==> config.mk <==
export PLATFORM = sky130hd
export DESIGN_NAME = sl_tx_channel
export DESIGN_NICKNAME = d
export VERILOG_FILES = /design/src/rtl/sl_pkg.sv /design/src/rtl/sl_tx_channel_phase_timer.sv /design/src/rtl/sl_tx_channel.sv
export SDC_FILE = /design/constraint.sdc
export NUM_CORES = 1
export LEC_CHECK = 0
export ABC_AREA = 1
export CORE_MARGIN = 1
export CORE_UTILIZATION = 59
export CTS_CLUSTER_DIAMETER = 100
export DETAILED_ROUTE_END_ITERATION = 10
export PLACE_DENSITY = 0.85
export SETUP_SLACK_MARGIN = 0.1
export SLEW_MARGIN = 15
export SYNTH_ARGS = -nofsm -noshare
export SYNTH_HDL_FRONTEND = slang
export SYNTH_SLANG_ARGS = --single-unit
==> constraint.sdc <==
create_clock -name clk -period 5.6 [get_ports clk]
set_input_delay 1.12 -clock clk [delete_from_list [all_inputs] [get_ports clk]]
set_output_delay 1.12 -clock clk [all_outputs]
set_load 0.01 [all_outputs]
==> src/rtl/sl_pkg.sv <==
// Shared serial-line definitions: config layout, reset value and FSM encoding.
// Config bit 14 (parity) is only writable when SL_TX_PARITY_EN is defined.
package sl_pkg;

    localparam int unsigned CfgDivLsb  = 0;
    localparam int unsigned CfgDivMsb  = 7;
    localparam int unsigned CfgWlenLsb = 8;
    localparam int unsigned CfgWlenMsb = 13;
    localparam int unsigned CfgParBit  = 14;
    localparam int unsigned CfgRsvBit  = 15;

    localparam int unsigned WlenMin = 8;
    localparam int unsigned WlenMax = 32;

    // Enough for 15 gap bits x 2 phases x 256 clocks.
    localparam int unsigned IfgCntW = $clog2(15 * 2 * 256 + 1);

`ifdef SL_TX_PARITY_EN
    localparam logic [15:0] CfgReset  = 16'h600F;
    localparam logic [15:0] CfgWrMask = 16'h7FFF;
`else
    localparam logic [15:0] CfgReset  = 16'h200F;
    localparam logic [15:0] CfgWrMask = 16'h3FFF;
`endif

    typedef enum logic [1:0] {
        StIdle,
        StPulse,
        StGap,
        StIfg
    } sl_state_e;

    function automatic logic [5:0] clamp_wlen(input logic [5:0] wlen);
        logic [5:0] res;
        res = wlen;
        if (wlen < 6'(WlenMin)) begin
            res = 6'(WlenMin);
        end else if (wlen > 6'(WlenMax)) begin
            res = 6'(WlenMax);
        end
        return res;
    endfunction

endpackage

==> src/rtl/sl_tx_channel_phase_timer.sv <==
// Loadable down-counter with terminal-count flag; holds at zero until reloaded.
module sl_phase_timer #(
    parameter int unsigned Width = 8
) (
    input  logic             clk,
    input  logic             rst,
    input  logic             load_i,
    input  logic [Width-1:0] load_val_i,
    output logic [Width-1:0] count_o,
    output logic             tc_o
);

    logic [Width-1:0] count_q, count_d;

    always_comb begin
        count_d = count_q;
        if (load_i) begin
            count_d = load_val_i;
        end else if (count_q != '0) begin
            count_d = count_q - 1'b1;
        end
    end

    always_ff @(posedge clk or posedge rst) begin
        if (rst) begin
            count_q <= '0;
        end else begin
            count_q <= count_d;
        end
    end

    assign count_o = count_q;
    assign tc_o    = (count_q == '0);

endmodule

==> src/rtl/sl_tx_channel.sv <==
// Serial-line transmitter: 32-bit word out as return-to-zero pulses on sl1/sl0.
// Define SL_TX_PARITY_EN to build the optional odd-parity bit.
module sl_tx_channel
    import sl_pkg::*;
#(
    parameter int unsigned CONFIG_REG_WIDTH = 16,
    parameter int unsigned IFG_BITS         = 4
) (
    input  logic                        clk,
    input  logic                        rst,
    input  logic [31:0]                 wr_data,
    input  logic                        data_we,
    input  logic [CONFIG_REG_WIDTH-1:0] wr_config,
    input  logic                        config_we,
    output logic [CONFIG_REG_WIDTH-1:0] rd_config,
    output logic                        rd_status,
    output logic                        status_changed,
    output logic                        sl0,
    output logic                        sl1
);

    sl_state_e state_q, state_d;

    logic [CONFIG_REG_WIDTH-1:0] cfg_q, cfg_d;
    logic [31:0]                 data_q, data_d;
    logic [7:0]                  div_q, div_d;
    logic [5:0]                  wlen_q, wlen_d;
    logic [5:0]                  bit_cnt_q, bit_cnt_d;
    logic                        sl0_q, sl0_d, sl1_q, sl1_d;
    logic                        status_q, status_d;
    logic                        status_chg_q, status_chg_d;

    logic [5:0]         wlen_in;
    logic [5:0]         total_bits;
    logic               cur_bit;
    logic               ph_load, ph_tc, ifg_load, ifg_tc;
    logic [7:0]         ph_val, ph_count;
    logic [IfgCntW-1:0] ifg_val, ifg_count;

    assign wlen_in = clamp_wlen(cfg_q[CfgWlenMsb:CfgWlenLsb]);
    assign ifg_val = IfgCntW'(IFG_BITS * 2 * (32'(div_q) + 32'd1) - 32'd1);

`ifdef SL_TX_PARITY_EN
    logic        par_en_q, par_en_d;
    logic        parity_q, parity_d;
    logic [31:0] word_mask;
    logic        word_par;

    // Shift of 32 wraps to zero, so the subtraction yields the full mask.
    assign word_mask  = (32'h1 << wlen_in) - 32'h1;
    assign word_par   = ~^(wr_data & word_mask);
    assign total_bits = wlen_q + {5'b0, par_en_q};
    assign cur_bit    = (bit_cnt_q < wlen_q) ? data_q[0] : parity_q;
`else
    assign total_bits = wlen_q;
    assign cur_bit    = data_q[0];
`endif

    always_comb begin
        state_d   = state_q;
        cfg_d     = cfg_q;
        data_d    = data_q;
        div_d     = div_q;
        wlen_d    = wlen_q;
        bit_cnt_d = bit_cnt_q;
        sl0_d     = 1'b0;
        sl1_d     = 1'b0;
        ph_load   = 1'b0;
        ph_val    = div_q;
        ifg_load  = 1'b0;
`ifdef SL_TX_PARITY_EN
        par_en_d  = par_en_q;
        parity_d  = parity_q;
`endif
        unique case (state_q)
            StIdle: begin
                if (config_we) begin
                    cfg_d = wr_config & CfgWrMask;
                end
                // Fields latch from the current register, so a simultaneous
                // config write only affects the next word.
                if (data_we) begin
                    state_d   = StPulse;
                    data_d    = wr_data;
                    div_d     = cfg_q[CfgDivMsb:CfgDivLsb];
                    wlen_d    = wlen_in;
                    bit_cnt_d = '0;
                    ph_load   = 1'b1;
                    ph_val    = cfg_q[CfgDivMsb:CfgDivLsb];
                    sl1_d     = wr_data[0];
                    sl0_d     = ~wr_data[0];
`ifdef SL_TX_PARITY_EN
                    par_en_d  = cfg_q[CfgParBit];
                    parity_d  = word_par;
`endif
                end
            end
            StPulse: begin
                if (ph_tc) begin
                    state_d   = StGap;
                    ph_load   = 1'b1;
                    data_d    = data_q >> 1;
                    bit_cnt_d = bit_cnt_q + 6'd1;
                end else begin
                    sl1_d = cur_bit;
                    sl0_d = ~cur_bit;
                end
            end
            StGap: begin
                if (ph_tc) begin
                    if (bit_cnt_q < total_bits) begin
                        state_d = StPulse;
                        ph_load = 1'b1;
                        sl1_d   = cur_bit;
                        sl0_d   = ~cur_bit;
                    end else begin
                        state_d  = StIfg;
                        ifg_load = 1'b1;
                    end
                end
            end
            StIfg: begin
                if (ifg_tc) begin
                    state_d = StIdle;
                end
            end
            default: state_d = StIdle;
        endcase
    end

    assign status_d     = (state_d != StIdle);
    assign status_chg_d = (status_d != status_q);

    always_ff @(posedge clk or posedge rst) begin
        if (rst) begin
            state_q      <= StIdle;
            cfg_q        <= CfgReset;
            data_q       <= '0;
            div_q        <= '0;
            wlen_q       <= 6'(WlenMin);
            bit_cnt_q    <= '0;
            sl0_q        <= 1'b0;
            sl1_q        <= 1'b0;
            status_q     <= 1'b0;
            status_chg_q <= 1'b0;
        end else begin
            state_q      <= state_d;
            cfg_q        <= cfg_d;
            data_q       <= data_d;
            div_q        <= div_d;
            wlen_q       <= wlen_d;
            bit_cnt_q    <= bit_cnt_d;
            sl0_q        <= sl0_d;
            sl1_q        <= sl1_d;
            status_q     <= status_d;
            status_chg_q <= status_chg_d;
        end
    end

`ifdef SL_TX_PARITY_EN
    always_ff @(posedge clk or posedge rst) begin
        if (rst) begin
            par_en_q <= 1'b0;
            parity_q <= 1'b0;
        end else begin
            par_en_q <= par_en_d;
            parity_q <= parity_d;
        end
    end
`endif

    sl_phase_timer #(
        .Width(8)
    ) u_phase_timer (
        .clk       (clk),
        .rst       (rst),
        .load_i    (ph_load),
        .load_val_i(ph_val),
        .count_o   (ph_count),
        .tc_o      (ph_tc)
    );

    sl_phase_timer #(
        .Width(IfgCntW)
    ) u_ifg_timer (
        .clk       (clk),
        .rst       (rst),
        .load_i    (ifg_load),
        .load_val_i(ifg_val),
        .count_o   (ifg_count),
        .tc_o      (ifg_tc)
    );

    logic unused_counts;
    assign unused_counts = ^{ph_count, ifg_count};

    assign rd_config      = cfg_q;
    assign rd_status      = status_q;
    assign status_changed = status_chg_q;
    assign sl0            = sl0_q;
    assign sl1            = sl1_q;

endmodule
# After elaboration in Yosys (flattened, before gate mapping)
# Index checks and enable logic that the tools add are counted.
# word_totals
ff_bits	93
latch_bits	0
mem_bits_rw	0
romBits	0
inputBits	52
out_inout_bits	20
elab_cells	78
mem_count	0
# op_classes
addsub	5
multipliers	0
div_mod_pow	0
n_lt_le_gt_ge	3
eq_ne	6
shifts	0
mux	38
n_bitwise	2
n_reduce_logical	12
# op_table
cell	n
$mux W32	2
$pmux W32 S2	1
$mux W8	4
$mux W13	2
$mux W6	4
$mux W1	15
$logic_not A13 Y1	1
$reduce_bool A13 Y1	1
$sub A12 B1 Y13 const B	1
$sub A13 B1 Y13 const B	1
$pmux W6 S2	1
$mux W2	5
$add A8 B1 Y9 const B	1
$pmux W1 S3	3
$logic_not A8 Y1	1
$pmux W2 S4	1
$reduce_bool A2 Y1	4
$reduce_bool A8 Y1	1
$sub A8 B1 Y8 const B	1
$add A6 B1 Y6 const B	1
$gt A6 B6 Y1 const B	1
$lt A6 B4 Y1 const B	1
$lt A6 B6 Y1	1
$eq A2 B2 Y1 const B	2
7 further kinds	10

# Logic depth before layout (Yosys ltp)
# Gate-level depths: netlist of the first run.
# logic_depth
word_depth	6
ltp_mapped	12
depth_no_buf	12

# By module
# Synthesis of the first run repeated with hierarchy kept, for this count alone.
# unflattened
hier_cells	665
hier_area_um2	5122.4
# modules_own_cells
module	instances	cells_each	area_per_inst_um2	seq_area_each_um2
sl_tx_channel	1	451	3664.8	1809.2
sl_phase_timer at u_ifg_timer	1	143	927.1	325.3
sl_phase_timer at u_phase_timer	1	71	530.5	200.2

# Least setup slack after synthesis of the first run
# Ideal clock, no wire load.
# synth_timing
kind	input -> register
startpoint	in data_we
endpoint	reg u_phase_timer.count_q[6], in the netlist u_phase_timer.count_o[6]
setup_ps	117
t_arrival_ps	1780
t_required_ps	5483
setup_slack_ps	3703
stages	7
path_buffers	1
path_cell_list	nand2_2 > nand2_4 > nor2_2 > buf_6 > nand2_1 > o21ai_1 > inv_1
# synth_via
elab_chain_len	3
word_cells_on_any_way	6
cone_classes	mux (5); reduce/logical (1)
# synth_lines
item	line	rtl
start: declaration	sl_tx_channel.sv:12	input logic data_we,
$mux W1 / $mux W8 (equally long branches)	-	
$pmux W1 S3 / $mux W8 (equally long branches)	-	
$mux W8 / $reduce_bool A2 Y1 (equally long branches)	-	
end signal: assignment	sl_tx_channel_phase_timer.sv:28	count_q <= count_d;
end: declaration	sl_tx_channel_phase_timer.sv:13	logic [Width-1:0] count_q, count_d;
# Several ways; a longest one is shown, not always the timed one.
# A chain may end at the register's enable or synchronous reset.

# Worst setup path in the final report of the first run
# layout_timing
startpoint	in data_we
endpoint	reg u_phase_timer.count_q[1], in the netlist u_phase_timer.count_o[1]
# Same word-level chain as after synthesis.

==> results of run 1 <==
## sequential cells by signal, summed over array words and instances, names as in the netlist
signal                 cells
rd_status                  1
data_q                    32
div_q                      8
sl0                        1
rd_config                 14
u_ifg_timer.count_o       13
bit_cnt_q                  6
state_q                    2
status_changed             1
total_bits                 6
sl1                        1
u_phase_timer.count_o      8
## power by group
group / leakage (nW) / switching [mW] / internal [mW]
clock: 0.0877 / 0.224 / 0.186
sequential: 1.14 / 0.195 / 0.990
combinational: 1.58 / 0.797 / 0.534
total: 2.81 / 1.22 / 1.71
## logic make-up (layout without fill, tap and decap cells)
group	count (synthesis)	in the layout	share of synthesized area
AOI/OAI and AO/OA	129	129	0.162
and+or+nand+nor	222	222	0.210
other	1	2	0.000746
DFF	93	93	0.464
buffers and inverters	122	184	0.105
xor gates and xnor gates	13	13	0.0226
muxes	6	6	0.0134
adders and majority gates	9	9	0.0224
## per-layer routing
layer / track usage / routed length (um) / vias up
met5: 0 / 0 / -
met4: 0.123 / 275 / 0
met3: 0.0322 / 323 / 22
met2: 0.444 / 5200 / 92
met1: 0.309 / 4450 / 1921
li1: - / - / 2044
## per-stage QoR
step                      area [sq um]  power (mW)  cells
after detailed placement          5700        2.51    747
after floorplan                   5030        2.15    596
after global routing              5870        3.17    763
final                             5870        2.93    763
after CTS                         5870        2.93    763
after global placement            5700        2.44    747
## worst paths after layout
check                                      startpoint  slack [ns]                                   end  cells past startpoint
worst max-delay path                          data_we        2.63  u_phase_timer.count_o[1]$_DFFE_PP0P_                      7
worst min-delay path            data_q[0]$_DFFE_PP0P_        0.49                         sl0$_DFF_PP0_                      1
worst max register to register   state_q[0]$_DFF_PP0_        3.15  u_phase_timer.count_o[1]$_DFFE_PP0P_                      9
worst min register to register  data_q[0]$_DFFE_PP0P_        0.49                         sl0$_DFF_PP0_                      1
max in group asynchronous                         rst        3.30             rd_config[13]$_DFFE_PP1P_                      3
min in group asynchronous                         rst        1.25                data_q[15]$_DFFE_PP0P_                      2
## area by class of cell
type | count | area, sq um
timing repair buffer | 69 | 686
sequential | 93 | 2330
clock inverter | 1 | 5.00
inverter | 99 | 373
tap | 105 | 131
multi-input combinational | 381 | 2180
fill | 617 | 2340
clock buffer | 15 | 166
## synthesized netlist by cell type (8+ instances only)
library cell | number | area (sq um)
a21oi_1 | 18 | 90.1
inv_1 | 93 | 349
nand2_2 | 8 | 50.1
o21ai_0 | 45 | 225
nor2_2 | 10 | 62.6
buf_2 | 11 | 55.1
xor2_1 | 9 | 78.8
ha_1 | 9 | 113
o211ai_1 | 27 | 203
nand2_1 | 113 | 424
dfrtp_1 | 87 | 2180
o21ai_1 | 19 | 95.1
nor2_1 | 35 | 131
nand3_1 | 32 | 160
## worst register-to-register path, stage by stage, from the launching register on
cell	delay, ns
dfrtp_1	0.41
inv_1	0.11
nor2_4	0.03
buf_4	0.32
nand2_4	0.18
nand2_4	0.35
nor2_2	0.56
inv_1	0.20
nand2_1	0.11
nand3_1	0.08
==> results_dict.tcl, run 1 <==
set metrics [dict create \
    grt-ovfl-total 0 \
    synth_edf_count 0 \
    wl_per_cell_um 13.4 \
    synth_cells 595 \
    yosysSeqAreaShare 0.464 \
    final_nets 714 \
    synth_area_sq_um 5030 \
    rows 33 \
    fmax_mhz 337 \
    clock_skew_ns 0.00855 \
    place_hpwl_mm 7.30 \
    clockRootBuffer "clkbuf_8" \
    postSynth.topFlopCell "dfrtp_1" \
    setup_ws_ns 2.63 \
    grt_max_degree 71 \
    clock_path_buffers 2 \
    cts-htree-levels 3 \
    fp.dieH_um 94.3 \
    path_class "input pin to register" \
    yosysWarnings 0 \
    worstSetupEndpointType "register" \
    leakage_nw 2.81 \
    syn2layout_area_growth_pct 16.7 \
    cp_cell_sequence "clkdlybuf4s50_1 -> nand2_2 -> nand2_4 -> nor2_2 -> inv_1 -> nand2_1 -> nand3_1" \
    cts_setup_buffers 0 \
    setup_viol 0 \
    clock_latency_ns 0.36 \
    cts_tree "yes" \
    numCtsBuffers 9 \
    status "finished, final reports clean" \
    die_x_um 94.3 \
    drive_above_1_share 0.111 \
    rsz0062_at_grt "false" \
    async_reset_ff_frac 1.00 \
    clk_pin_slew_ns 0.08 \
    min_period_ns 2.97 \
    cp-start-kind "input pin" \
    drt_iter0_markers 265 \
    grt_pass1_wl_mm 17.4 \
    gp_congestion 0.841 \
    holdWs_ns 0.485 \
    required_ns 5.85 \
    ant_nets 0 \
    final_core_util 0.715 \
    cts_resized 0 \
    die_area_sq_um 8900 \
    maxCapViolations 0 \
    vias 4079 \
    critPathMaxFanout 70 \
    layout_common_cells "nand2_1, inv_1, dfrtp_1" \
    antenna_found_initial 0 \
    cts.sinks 93 \
    slew_headroom 0.372 \
    avgSynthCellArea_sq_um 8.45 \
    io_buffers 67 \
    ios 72 \
    slowest_stage "nor2_2" \
    grt_pass1_vias 3988 \
    critical_path.top_delay_family "simple AND/OR/NAND/NOR gates" \
    worstPathArrival_ns 3.21 \
    hold_viol_final 0 \
    drc 0 \
    period_share 0.530 \
    fin_tns_setup_ns 0 \
    critPathBufInv 2 \
    track_usage 0.253 \
    start_util 0.612 \
    slew_violations 0 \
    peakVddDrop_mv 0.311 \
    coreArea_sq_um 8220 \
    ys_ff_latch 93 \
    tightest_slew_ns 0.940 \
    n_antenna_cell 0 \
    pre_cts_ws_ns 2.31 \
    powerDensity_nw_per_um2 498 \
    wirelength_mm 10.3 \
    ys_types 48 \
    worst_path_largest_cell_delay_ns 0.55 \
    routed_via_density 5.35 \
    final_common_cell "nand2_1" \
    drtPass1Iterations 5 \
    hold_buffers 0 \
    hold_class "register to register" \
]
Note: power is estimated with default switching activity, not from simulation.
==> run 2: changes to the inputs <==
--- a/config.mk
+++ b/config.mk
@@ -7,10 +7,10 @@
 export LEC_CHECK = 0
 export ABC_AREA = 1
 export CORE_MARGIN = 1
-export CORE_UTILIZATION = 59
+export CORE_UTILIZATION = 50
 export CTS_CLUSTER_DIAMETER = 100
 export DETAILED_ROUTE_END_ITERATION = 10
-export PLACE_DENSITY = 0.85
+export PLACE_DENSITY = 0.77
 export SETUP_SLACK_MARGIN = 0.1
 export SLEW_MARGIN = 15
 export SYNTH_ARGS = -nofsm -noshare
==> constraint.sdc (replaced) <==
create_clock -name clk -period 2.6 [get_ports clk]
set_input_delay 0.52 -clock clk [delete_from_list [all_inputs] [get_ports clk]]
set_output_delay 0.52 -clock clk [all_outputs]
set_load 0.01 [all_outputs]
==> run 2 against run 1 <==
Compared with the run above: critical path depth is 2 higher; final cell count rose by 4.1%; cell area up 1.5%; sequential power increased by 110%; routed wire length grew 0.90%; die area grew 18%; non-clock buffer count rose by 3; clock power is 130% higher; worst hold slack better by 0.0029 ns; sequential cell count did not move; register-to-register slack got worse by 2.7 ns; critical endpoint is now data_q[18]$_DFFE_PP0P_; largest cell class unchanged; largest power group unchanged.
==> results_dict.tcl, run 2 (synthesis gave the netlist of run 1 again) <==
set metrics [dict create \
    numCtsBuffers 9 \
    hold_class "register to register" \
    rows 36 \
    ant_nets 0 \
    critPathMaxFanout 26 \
    cp-start-kind "register" \
    min_period_ns 2.14 \
    track_usage 0.217 \
    grt-ovfl-total 0 \
    die_area_sq_um 10500 \
    rsz0062_at_grt "false" \
    wl_per_cell_um 13.0 \
    period_share 0.822 \
    final.fill_count 864 \
    drive_above_1_share 0.115 \
    path_class "register to register" \
    vias 4052 \
    peakVddDrop_mv 0.448 \
    routed_via_density 5.10 \
    wirelength_mm 10.3 \
    grt_pass1_wl_mm 17.5 \
    drtPass1Iterations 4 \
    maxCapViolations 0 \
    setup_viol 0 \
    hold_viol_final 0 \
    layout_common_cells "nand2_1, inv_1, dfrtp_1" \
    clk_pin_slew_ns 0.09 \
    powerDensity_nw_per_um2 1070 \
    cts-htree-levels 3 \
    grt_pass1_vias 3928 \
    clockRootBuffer "clkbuf_8" \
    io_buffers 67 \
    fmax_mhz 468 \
    cts_tree "yes" \
    syn2layout_area_growth_pct 18.5 \
    regMostFlops "data_q" \
    required_ns 2.88 \
    clock_path_buffers 2 \
    cts_resized 0 \
    final_core_util 0.610 \
    drc 0 \
    antenna_found_initial 0 \
    die_x_um 102 \
    fin_tns_setup_ns 0 \
    tightest_slew_ns 0.691 \
    dp.cells 778 \
    coreArea_sq_um 9770 \
    slew_headroom 0.538 \
    final_area_sq_um 5960 \
    worstSetupEndpointType "register" \
    final_common_cell "nand2_1" \
    holdWs_ns 0.488 \
    place_hpwl_mm 7.44 \
    reg2reg_slack_ns 0.46 \
    n_antenna_cell 0 \
    grt_max_degree 94 \
    drt_iter0_markers 162 \
    gp_congestion 0.816 \
    final_nets 717 \
    clock_skew_ns 0.0167 \
    fp.dieH_um 102 \
    ios 72 \
    multi_input_area_sq_um 2180 \
    worstPathArrival_ns 2.41 \
    seqCellArea_sq_um 2330 \
    status "finished, final reports clean" \
    slew_violations 0 \
    leakage_nw 2.83 \
    clock_latency_ns 0.37 \
    stdcell_count 794 \
    largest_reg_flops 32 \
    cts.sinks 93 \
    hold_buffers 0 \
    cts_setup_buffers 0 \
    place_area_sq_um 5770 \
    start_util 0.515 \
]
## run 2: cell types whose count changed in the layout (fill, tap and decap cells not counted), sizes merged
cell      change
clkbuf        -1
buf           +3
clkinvlp      +1
clkinv        -1
bufinv        +1
## run 2: metal layers
layer,track usage,vias to the layer above,part of all wire
li1,-,2042,-
met1,0.267,1930,0.43
met2,0.373,64,0.51
met3,0.0308,16,0.029
met4,0.109,0,0.026
met5,0,-,0
## run 2: power by group
part | internal [mW] | switching (mW) | total, mW
clock | 0.472 | 0.487 | 0.959
sequential | 2.13 | 0.410 | 2.54
combinational | 1.17 | 1.71 | 2.88
total | 3.77 | 2.61 | 6.38
## run 2: layout make-up
| cell class | count | share of cell area |
|---|---|---|
| Tap cell | 133 | 0.0279 |
| Timing Repair Buffer | 72 | 0.121 |
| Multi-Input combinational cell | 381 | 0.365 |
| Sequential cell | 93 | 0.392 |
| Clock buffer | 14 | 0.0256 |
| Clock inverter | 2 | 0.00588 |
| Inverter | 99 | 0.0630 |
## run 2: final timing paths
kind                                                            from                         to  depth (start not counted)
min in group asynchronous                                        rst      data_q[2]$_DFFE_PP0P_                          3
worst min register to register                 data_q[0]$_DFFE_PP0P_              sl0$_DFF_PP0_                          1
max in group asynchronous                                        rst  rd_config[13]$_DFFE_PP1P_                          3
worst min-delay path                           data_q[0]$_DFFE_PP0P_              sl0$_DFF_PP0_                          1
worst max-delay path            u_phase_timer.count_o[0]$_DFFE_PP0P_     data_q[18]$_DFFE_PP0P_                          9
worst max register to register  u_phase_timer.count_o[0]$_DFFE_PP0P_     data_q[18]$_DFFE_PP0P_                          9
## run 2: worst max-delay path, cell delays in order, from the launching register on
cell	delay, ns
dfrtp_1	0.39
inv_1	0.13
ha_1	0.29
nand3_4	0.13
nor2_8	0.21
nand2_4	0.09
nand2_4	0.24
buf_4	0.31
o211ai_1	0.13
o21ai_0	0.12
## run 2: metrics by stage
step | power, mW | setup WS [ns]
2_1_floorplan | 4.62 | 0.734
3_3_place_gp | 5.30 | 0.375
3_5_place_dp | 5.46 | 0.328
4_1_cts | 6.44 | 0.454
5_1_grt | 6.94 | 0.242
6_report | 6.38 | 0.464
==> run 3: changes to the inputs <==
==> constraint.sdc (replaced) <==
create_clock -name clk -period 1.8 [get_ports clk]
set_input_delay 0.36 -clock clk [delete_from_list [all_inputs] [get_ports clk]]
set_output_delay 0.36 -clock clk [all_outputs]
set_load 0.01 [all_outputs]
==> run 3 against run 2 <==
Compared with the run above: the run now ends with setup timing left; clock power is 67% higher; via count is 7.0% higher; final cell count is 5.9% higher.
==> results_dict.tcl, run 3 (synthesis gave the netlist of run 1 again) <==
set metrics [dict create \
    layout_common_cells "nand2_1, dfrtp_1, inv_1" \
    pwr-share-clk 0.156 \
    drive_above_1_share 0.218 \
    r2r-start "total_bits[3]$_DFFE_PP1P_" \
    ant_nets 0 \
    place_area_sq_um 6010 \
    largest_reg_flops 32 \
    worstPathArrival_ns 2.17 \
    grt-ovfl-total 0 \
    die_area_sq_um 10500 \
    slew_headroom 0.662 \
    hold_class "input pin to asynchronous set/reset pin" \
    grt_max_degree 64 \
    start_util 0.515 \
    hold_viol_final 0 \
    min_period_ns 1.91 \
    rsz0062_at_grt "true" \
    slew_violations 0 \
    reg2reg_depth 11 \
    gp_congestion 0.777 \
    cts-htree-levels 3 \
    clk_pin_slew_ns 0.09 \
    ios 72 \
    clock_path_buffers 2 \
    path_class "register to register" \
    antenna_found_initial 0 \
    regMostFlops "data_q" \
    cts_tree "yes" \
    required_ns 2.05 \
    combPwrFrac 0.486 \
    dp.cells 801 \
    final_area_sq_um 6640 \
    setup_viol 15 \
    wl_per_cell_um 13.9 \
    coreArea_sq_um 9770 \
    rows 36 \
    seqPwrFrac 0.358 \
    cp-start-kind "register" \
    cts.sinks 93 \
    reg2reg_slack_ns -0.11 \
    setup_ws_ns -0.114 \
    leakage_nw 3.17 \
    clock_skew_ns 0.0124 \
    vias 4335 \
    intPower_mw 6.13 \
    io_buffers 67 \
    status "finished with violations" \
    fmax_mhz 523 \
    numCtsBuffers 9 \
    place_hpwl_mm 7.80 \
    stdcell_count 841 \
    n_antenna_cell 0 \
    syn2layout_area_growth_pct 32.1 \
    fp.dieH_um 102 \
    track_usage 0.237 \
    final_nets 764 \
    drt_iter0_markers 163 \
    period_share 1.06 \
    maxCapViolations 0 \
    p_switching_mw 4.15 \
    tightest_slew_ns 0.503 \
    violations "setup timing" \
    final_common_cell "nand2_1" \
    clockRootBuffer "clkbuf_8" \
    wirelength_mm 11.7 \
    peakVddDrop_mv 0.987 \
    powerDensity_nw_per_um2 1550 \
    drc 0 \
    switching_share 0.404 \
    die_x_um 102 \
    clock_latency_ns 0.37 \
    critPathMaxFanout 3 \
    reg2reg_to "u_ifg_timer.count_o[4]$_DFFE_PP0P_" \
    worstSetupEndpointType "register" \
    grt_pass1_vias 4307 \
    grt_pass1_wl_mm 19.1 \
    drtPass1Iterations 5 \
    routed_via_density 5.15 \
]
run 3: cell count changes in the layout (fill, tap and decap cells not counted), moves of 6 or more:
cell	before	now
buf_4	4	39
clkdlybuf4s50_1	67	59
buf_12	1	7
inv_1	92	86
o21ai_0	45	39
run 3: worst max-delay path, cell delays in order, from the launching register on:
cell and delay (ns):
dfstp_2 0.53, inv_2 0.05, ha_4 0.27, nand2_2 0.05, nor2_2 0.11, o21ai_2 0.08
buf_6 0.13, a21oi_4 0.23, buf_4 0.16, nand3_1 0.05, o21ai_1 0.07, a21oi_1 0.07
run 3: how the worst max path moves through the flow:
| stage | from | to | slack (ns) |
|---|---|---|---|
| 6_report | total_bits[3]$_DFFE_PP1P_ | u_ifg_timer.count_o[4]$_DFFE_PP0P_ | -0.11 |
| 5_1_grt | total_bits[3]$_DFFE_PP1P_ | u_ifg_timer.count_o[9]$_DFFE_PP0P_ | -0.22 |
| 4_1_cts | total_bits[3]$_DFFE_PP1P_ | u_ifg_timer.count_o[4]$_DFFE_PP0P_ | -0.07 |
| 3_5_place_dp | total_bits[3]$_DFFE_PP1P_ | u_phase_timer.count_o[7]$_DFFE_PP0P_ | -0.06 |
| 3_3_place_gp | total_bits[3]$_DFFE_PP1P_ | u_phase_timer.count_o[7]$_DFFE_PP0P_ | -0.02 |
| 2_1_floorplan | total_bits[3]$_DFFE_PP1P_ | u_phase_timer.count_o[0]$_DFFE_PP0P_ | 0.09 |
run 3: through the flow:
stage	TNS [ns]	worst slack [ns]	hold WS (ns)	utilization	total power [mW]
after CTS	-0.413	-0.0716	0.315	0.657	9.92
after global routing	-2.84	-0.221	0.333	0.680	11.1
after global placement	-0.0561	-0.0244	0.456	0.615	7.92
final	-0.804	-0.114	0.310	0.680	10.3
after floorplan	0	0.0891	0.436	-	6.70
after detailed placement	-0.345	-0.0644	0.460	0.615	8.15
run 3: area by class of cell:
| class | count | area [sq um] |
|---|---|---|
| multi-input cells | 381 | 2350 |
| flip-flops and latches | 93 | 2330 |
| inverters | 99 | 378 |
| clock inverters | 3 | 67.6 |
| well taps | 133 | 166 |
| repair buffers | 119 | 1190 |
| clock buffers | 13 | 159 |
| fillers | 764 | 3130 |
run 3: timing repair:
item	4_1_cts	5_1_grt
pin swaps	14	18
gates cloned	1	1
hold buffers	0	0
endpoints found under the hold margin	0	0
endpoints found under the setup margin	61	67
buffers inserted	10	12
resized for setup	33	28
run 3: routing by layer:
metal,track usage,part of all wire,vias up
met5,0,0,-
met4,0.120,0.035,0
met3,0.0301,0.025,32
met2,0.427,0.53,89
met1,0.276,0.41,2068
li1,-,-,2146
run 3: power by group through the flow:
stage                     logic, mW  clock network, mW  registers [mW]
after floorplan                3.03                  0            3.67
after global placement         4.26                  0            3.65
after detailed placement       4.45                  0            3.70
after CTS                      4.65               1.61            3.66
after global routing           5.58               1.73            3.79
final                          5.00               1.60            3.68
